===== src/rtl/reorder_buffer.sv =====
// In-order retirement buffer: entries allocated at tail, completed out of order by
// writeback broadcasts, committed one per cycle from head; a mispredicted branch at head flushes all.
module reorder_buffer #(
  parameter int ROB_SIZE = 16,
  parameter int TAG_W    = 4
) (
  input  logic             clk,
  input  logic             rst,
  input  logic             rdy,
  // allocation
  input  logic             alloc_valid,
  input  logic [1:0]       alloc_type,
  input  logic [4:0]       alloc_rd,
  input  logic [31:0]      alloc_pc,
  input  logic             alloc_pred_taken,
  output logic             alloc_ready,
  output logic [TAG_W-1:0] alloc_tag,
  // writeback broadcast
  input  logic             wb_valid,
  input  logic [TAG_W-1:0] wb_tag,
  input  logic [31:0]      wb_value,
  input  logic             wb_taken,
  input  logic [31:0]      wb_target,
  // operand lookup
  input  logic [TAG_W-1:0] q1_tag,
  input  logic [TAG_W-1:0] q2_tag,
  output logic             q1_ready,
  output logic             q2_ready,
  output logic [31:0]      q1_value,
  output logic [31:0]      q2_value,
  // commit
  input  logic             reg_busy_commit_rd,
  input  logic [TAG_W-1:0] reg_reorder_commit_rd,
  output logic             commit_valid,
  output logic             commit_we,
  output logic             commit_clear_busy,
  output logic [4:0]       commit_rd,
  output logic [31:0]      commit_value,
  // flush
  output logic             clear_flag,
  output logic [31:0]      redirect_pc
);

  localparam logic [TAG_W:0]   CNT_FULL = (TAG_W+1)'(ROB_SIZE);
  localparam logic [TAG_W:0]   CNT_ONE  = (TAG_W+1)'(1);
  localparam logic [TAG_W-1:0] TAG_ONE  = TAG_W'(1);
  localparam logic [1:0]       TYPE_REG = 2'd0;
  localparam logic [1:0]       TYPE_BR  = 2'd1;

  // pointer / occupancy state
  logic [TAG_W-1:0]    head_q, head_d;
  logic [TAG_W-1:0]    tail_q, tail_d;
  logic [TAG_W:0]      count_q, count_d;
  logic [ROB_SIZE-1:0] ready_q, ready_d;

  // entry payload
  logic [1:0]  type_q   [ROB_SIZE];
  logic [4:0]  rd_q     [ROB_SIZE];
  logic [31:0] value_q  [ROB_SIZE];
  logic [31:0] pc_q     [ROB_SIZE];
  logic        pred_q   [ROB_SIZE];
  logic        taken_q  [ROB_SIZE];
  logic [31:0] target_q [ROB_SIZE];

  logic             alloc_fire;
  logic             wb_fire;
  logic             wb_live;
  logic [TAG_W-1:0] wb_off;
  logic             head_ready;
  logic             head_mispredict;

  // A writeback is only accepted for a slot between head and head+count.
  assign wb_off  = wb_tag - head_q;
  assign wb_live = ({1'b0, wb_off} < count_q);
  assign wb_fire = wb_valid && rdy && wb_live;

  assign alloc_ready = (count_q < CNT_FULL);
  assign alloc_tag   = tail_q;
  assign alloc_fire  = alloc_valid && alloc_ready && rdy && !clear_flag;

  // Commit sees only stored ready bits, so writeback-to-commit is at least one cycle.
  assign head_ready      = ready_q[head_q];
  assign head_mispredict = (type_q[head_q] == TYPE_BR) && (taken_q[head_q] != pred_q[head_q]);

  always_comb begin
    commit_valid      = (count_q != '0) && head_ready && rdy;
    commit_rd         = rd_q[head_q];
    commit_value      = value_q[head_q];
    commit_we         = commit_valid && (type_q[head_q] == TYPE_REG) && (rd_q[head_q] != 5'd0);
    commit_clear_busy = commit_we && reg_busy_commit_rd && (reg_reorder_commit_rd == head_q);
    clear_flag        = commit_valid && head_mispredict;
    redirect_pc       = 32'd0;
    if (clear_flag) begin
      redirect_pc = taken_q[head_q] ? target_q[head_q] : (pc_q[head_q] + 32'd4);
    end
  end

  // Operand lookup with same-cycle writeback bypass.
  always_comb begin
    q1_ready = ready_q[q1_tag];
    q1_value = value_q[q1_tag];
    q2_ready = ready_q[q2_tag];
    q2_value = value_q[q2_tag];
    if (wb_valid && (wb_tag == q1_tag)) begin
      q1_ready = 1'b1;
      q1_value = wb_value;
    end
    if (wb_valid && (wb_tag == q2_tag)) begin
      q2_ready = 1'b1;
      q2_value = wb_value;
    end
  end

  always_comb begin
    head_d  = head_q;
    tail_d  = tail_q;
    count_d = count_q;
    ready_d = ready_q;
    if (clear_flag) begin
      head_d  = '0;
      tail_d  = '0;
      count_d = '0;
      ready_d = '0;
    end else begin
      if (wb_fire) begin
        ready_d[wb_tag] = 1'b1;
      end
      if (alloc_fire) begin
        ready_d[tail_q] = 1'b0;
        tail_d          = tail_q + TAG_ONE;
      end
      if (commit_valid) begin
        head_d = head_q + TAG_ONE;
      end
      case ({alloc_fire, commit_valid})
        2'b10:   count_d = count_q + CNT_ONE;
        2'b01:   count_d = count_q - CNT_ONE;
        default: count_d = count_q;
      endcase
    end
  end

  always_ff @(posedge clk) begin
    if (rst) begin
      head_q  <= '0;
      tail_q  <= '0;
      count_q <= '0;
      ready_q <= '0;
    end else if (rdy) begin
      head_q  <= head_d;
      tail_q  <= tail_d;
      count_q <= count_d;
      ready_q <= ready_d;
    end
  end

  // Payload needs no reset: every field is rewritten before its ready bit can be set.
  always_ff @(posedge clk) begin
    if (!rst && alloc_fire) begin
      type_q[tail_q] <= alloc_type;
      rd_q[tail_q]   <= alloc_rd;
      pc_q[tail_q]   <= alloc_pc;
      pred_q[tail_q] <= alloc_pred_taken;
    end
    if (!rst && wb_fire) begin
      value_q[wb_tag]  <= wb_value;
      taken_q[wb_tag]  <= wb_taken;
      target_q[wb_tag] <= wb_target;
    end
  end

endmodule


===== config.mk =====
export PLATFORM = sky130hd
export DESIGN_NAME = reorder_buffer
export DESIGN_NICKNAME = d
export VERILOG_FILES = /design/src/rtl/reorder_buffer.sv
export SDC_FILE = /design/constraint.sdc
export NUM_CORES = 2
export LEC_CHECK = 0
export ABC_AREA = 1
export CORE_MARGIN = 4
export CORE_UTILIZATION = 43
export DETAILED_ROUTE_END_ITERATION = 7
export DONT_BUFFER_PORTS = 1
export PLACE_DENSITY_LB_ADDON = 0.1
export SLEW_MARGIN = 15
export SYNTH_ARGS = -nofsm -noshare
export SYNTH_HDL_FRONTEND = slang
export SYNTH_SLANG_ARGS = --single-unit

===== constraint.sdc =====
create_clock -name clk -period 19.7 [get_ports clk]
set_input_delay 1.97 -clock clk [delete_from_list [all_inputs] [get_ports clk]]
set_output_delay 1.97 -clock clk [all_outputs]
set_load 0.03 [all_outputs]

* Word level (Yosys, flattened, before mapping)
Memories as Yosys holds them, arrays and structs flattened. A register that Yosys moved wholly into a read port is not among the register bits. Cells that the tools add are included. Widths: inputs -> output; s select.
Operators by class: order comparisons 9, muxes and demuxes 44, reduce and logical (&&, ||, !) cells 30, bitwise gates (word level) 3, equality and inequality tests 7, add/subtract/negate cells 6
Operators by type and width (count):
- $mux 32 | 4
- $mux 4 | 18
- $mux 16 | 4
- $add 32x3->32 const B | 1
- $lt 4x5->1 const B | 5
- $logic_and 1x1->1 | 19
- $and 16x16->16 | 1
- $not 16->16 | 1
- $or 16x16->16 | 1
- $bmux 1 s4 | 3
- $eq 4x4->1 | 3
- $mux 1 | 11
- $pmux 5 s2 | 1
- $reduce_bool 5->1 | 2
- $add 4x1->4 const B | 2
- $demux 1 s4 | 2
- $ge 4x1->1 const B | 2
- $reduce_and 2->1 | 3
- $add 5x1->5 const B | 1
- $lt 4x5->1 | 1
- $lt 5x5->1 const B | 1
- $mux 5 | 1
- $sub 5x1->5 const B | 1
- $eq 2x1->1 const B | 2
- other kinds (7) | 9
Word-level totals: output and inout bits 144, memory bits (writable) 1680, flip-flop bits (word level) 29, bits of input ports 127, memories kept 7, logic and storage cells 110
Memories:
- pc_q | words 16, width 32, rd ports 1, clocked after memory_dff 1, wr ports 1, RTL line 60 | logic [31:0] pc_q [ROB_SIZE];
- target_q | words 16, width 32, rd ports 1, clocked after memory_dff 1, wr ports 1, RTL line 63 | logic [31:0] target_q [ROB_SIZE];
- value_q | words 16, width 32, rd ports 3, clocked after memory_dff 1, wr ports 1, RTL line 59 | logic [31:0] value_q [ROB_SIZE];
- rd_q | words 16, width 5, rd ports 1, clocked after memory_dff 1, wr ports 1, RTL line 58 | logic [4:0] rd_q [ROB_SIZE];
- type_q | words 16, width 2, rd ports 1, clocked after memory_dff 1, wr ports 1, RTL line 57 | logic [1:0] type_q [ROB_SIZE];
- pred_q | words 16, width 1, rd ports 1, clocked after memory_dff 1, wr ports 1, RTL line 61 | logic pred_q [ROB_SIZE];
- 1 more memories

* Longest topological paths before layout
depth after elaboration 10, mapped depth 20, depth with buffers taken out 19

* Worst setup path after synthesis
Ideal clock, no wire load.
path kind input port to flip-flop, from input port wb_tag[0], to memory taken_q[4] (enable), setup time 0.568 ns, cell stages on the path 13, data arrival time 8.182 ns, path slack 10.950 ns, required time 19.132 ns, path buffers 0, path through inv_1 > ha_1 > inv_1 > fa_1 > ha_1 > a21o_1 > a21oi_1 > nor2_1 > o21ai_0 > nand2_1 > inv_1 > nand2_1 > nor3_1
Between the ends: word-level cells in the longest chain between the ends 6
Ends and longest elaborated chain:
- start: declaration | RTL line 20 | input logic [TAG_W-1:0] wb_tag,
- $sub 4x4->4 | RTL line 73 | assign wb_off = wb_tag - head_q;
- $lt 4x5->1 | RTL line 74 | assign wb_live = ({1'b0, wb_off} < count_q);
- $logic_and 1x1->1 | RTL line 75 | assign wb_fire = wb_valid && rdy && wb_live;
- $logic_and 1x1->1 | RTL line 165 | if (!rst && wb_fire) begin
- $mux 1 | RTL line 165
- $mux 1 (not written as such) | RTL line 167 | taken_q[wb_tag] <= wb_taken;
- end: declaration | RTL line 62 | logic taken_q [ROB_SIZE];
Several ways; a longest one is shown, not always the timed one.

==> results.sh <==
export IMPL_syn2layout_area_growth_pct=9.23
export IMPL_drt_initial_drc_count=7398
export IMPL_dr_pass1_iters=6
export IMPL_hold_end="count_q[2]"
export IMPL_avgSynthCellArea_um2=10.9
export IMPL_post_cts_resized=0
export IMPL_cts_buffer_depth=3
export IMPL_endpoint_kind="output pin"
export IMPL_fin_cells=9449
export IMPL_cts_root_buf="clkbuf_16"
export IMPL_via_per_inst=6.31
export IMPL_timing_setup_tns_ps=0
export IMPL_ctsHoldBuffers=0
export IMPL_synthTopCellsByArea="edfxtp_1, o21ai_0, nor2_1"
export IMPL_ys_types=58
export IMPL_synth_edf_count=1680
export IMPL_place_gp_congestion=0.870
export IMPL_layout_nets=7070
export IMPL_syn_nets=7357
export IMPL_final_common_cell="edfxtp_1"
export IMPL_rows=156
export IMPL_num_vias=59600
export IMPL_die_area_mm2=0.190
export IMPL_cts_sinks=1713
export IMPL_hold_depth=2
export IMPL_dieHeight_um=435
export IMPL_grt_max_degree=281
export IMPL_ys_ff_latch=1713
export IMPL_p_seq_frac=0.525
export IMPL_grt_util_all_layers=0.278
export IMPL_dp_cells=9109
export IMPL_fin_crit_ps=8350
export IMPL_fill_cells=16400
export IMPL_finalWirelength_mm=273
export IMPL_cts_max_level=4
export IMPL_synth_top_area_cell="edfxtp_1"
export IMPL_crit_fanout=92
export IMPL_vdd_ir_drop_worst_uv=79.5
export IMPL_io_buffers=0
export IMPL_post_cts_buffers=0
export IMPL_finalCritPeriodShare=0.424
export IMPL_internal_power_mw=5.98
export IMPL_crit_required_ps=17730
export IMPL_p_sw_mw=1.66
export IMPL_finalHoldViolCount=0
export IMPL_drive_above_1_share=0.0657
export IMPL_yosys_warnings=0
export IMPL_reg2reg_slack_ps=13720
export IMPL_mostFrequentLayoutCells="edfxtp_1, nor2_1, o21ai_0, nand2_1, a21oi_1"
export IMPL_core_mm2=0.181
export IMPL_critPathKind="flip-flop to output pin"
export IMPL_insertion_delay_ps=830
export IMPL_synth_top_area_frac=0.642
export IMPL_grt_pass1_vias=56400
export IMPL_ys_seq_area_frac=0.651
export IMPL_numCtsBuffers=185
export IMPL_setup_viol=0
export IMPL_drv_slew=0
export IMPL_hold_path_class="flip-flop to flip-flop"
export IMPL_initial_utilization=0.434
export IMPL_synthesis_area_mm2=0.0785
export IMPL_ys_async_sr_fraction=0
export IMPL_drc=0
export IMPL_clockPowerShare=0.443
export IMPL_grt_pass1_wl_mm=393
export IMPL_slew_headroom=0.177
export IMPL_power_frac_comb=0.032
export IMPL_rsz0062_at_grt="false"
export IMPL_hpwl_mm=138
export IMPL_min_from="count_q[2]"
export IMPL_synth_main_ff_cell="edfxtp_1"
export IMPL_power_per_cell_area_mw_per_mm2=89.1
export IMPL_swShare=0.217
export IMPL_leakage_nw=27.8
export IMPL_overflow=0
export IMPL_routedWlPerCell_um=28.9
export IMPL_status="finished, final reports clean"
export IMPL_io_pins=271
export IMPL_ant_nets=0
export IMPL_syn_inst=7213
export IMPL_path_clk_slew_ps=60
export IMPL_tightest_slew_ps=1230
export IMPL_r2r_end="rd_q[5][2]"
export IMPL_die_w_um=435
export IMPL_skew_ps=60.9
export IMPL_reg2reg_depth=18
export IMPL_cts_tree="done"
export IMPL_cp_arrival_ps=6380
export IMPL_grt_antenna_before_repair=2
export IMPL_max_freq_mhz=120
export IMPL_maxCapViolations=0
export IMPL_critPathLaunchType="flip-flop"
## through the flow
step           hold WS (ps)  total power [mW]  utilization  area [µm²]  worst slack (ps)
2_1_floorplan           461              4.28            -       78500             10950
3_3_place_gp            467              4.33        0.441       79900             12360
3_5_place_dp            471              4.33        0.441       79900             12310
4_1_cts                 480              7.70        0.474       85800             11430
5_1_grt                 514              7.87        0.474       85800             10940
6_report                478              7.65        0.474       85800             11350
## Yosys cell counts (all sizes together) (8+ instances only)
master	count
edfxtp	1680
nor2	1271
o21ai	1102
nand2	794
a21oi	418
clkbuf	342
nand3	302
o221ai	289
buf	254
o211ai	162
inv	141
o22ai	87
a31oi	67
a22oi	65
a221oi	37
a32o	34
dfxtp	33
a211oi	23
nor3	19
ha	15
xor2	12
xnor2	8
## power groups by stage
stage                     combinational (mW)  sequential (mW)  clock [mW]
final                                  0.244             4.01        3.39
after global routing                   0.261             4.01        3.60
after CTS                              0.241             4.01        3.44
after detailed placement               0.241             4.09           0
after global placement                 0.237             4.09           0
after floorplan                        0.189             4.09           0
## worst max-delay path, cell delays in order, from the launching register on
cell and delay, ps:
dfxtp_4 830, buf_4 710, buf_4 810, buf_4 830
o21ai_0 210, o211ai_1 310, nand3_1 120, nand2_1 200
nand2_1 120, nor2_1 130, nand2_1 90, nor2_1 150
nand2_1 60, nand3_1 60, nand2_1 60, a21oi_1 620
## area by class of cell
cell class	count	area [µm²]	area share
Timing Repair Buffer	122	1000	0.0117
Tap cell	2370	2970	0.0346
Multi-Input combinational cell	4762	24300	0.283
Antenna cell	1	2.50	0.0000292
Sequential cell	1713	51100	0.596
Clock inverter	105	987	0.0115
Inverter	142	584	0.00681
Clock buffer	234	4870	0.0567
## kinds of logic after synthesis
kind of cell / Yosys count / share of synthesized area
AND/OR/NAND/NOR: 2397 / 0.121
flip-flops: 1713 / 0.651
buffers and inverters: 738 / 0.0439
AO/OA/AOI/OAI: 2328 / 0.179
XOR/XNOR: 20 / 0.00223
adder cells (fa/ha/maj): 17 / 0.00290
## how the worst max path moves through the flow
stage	to	cells after the start
6_report	redirect_pc[21]	15
5_1_grt	redirect_pc[29]	15
4_1_cts	redirect_pc[31]	15
3_5_place_dp	redirect_pc[21]	15
3_3_place_gp	redirect_pc[31]	15
2_1_floorplan	taken_q[4]	13
## sequential cells by signal, indices dropped and copies added, names as in the netlist, named ones only
register / cells
target_q: 512
pc_q: 512
head_q: 4
alloc_tag: 4
ready_q: 16
taken_q: 16
count_q: 5
value_q: 512
pred_q: 16
rd_q: 80
type_q: 32
## per-layer routing
metal	routed length, µm	up-vias	global-route usage
li1	-	26200	-
met1	111000	29800	0.371
met2	128000	3022	0.451
met3	22900	597	0.0509
met4	11300	4	0.111
met5	27	-	0
No activity file was read; power rests on OpenSTA's default activity.
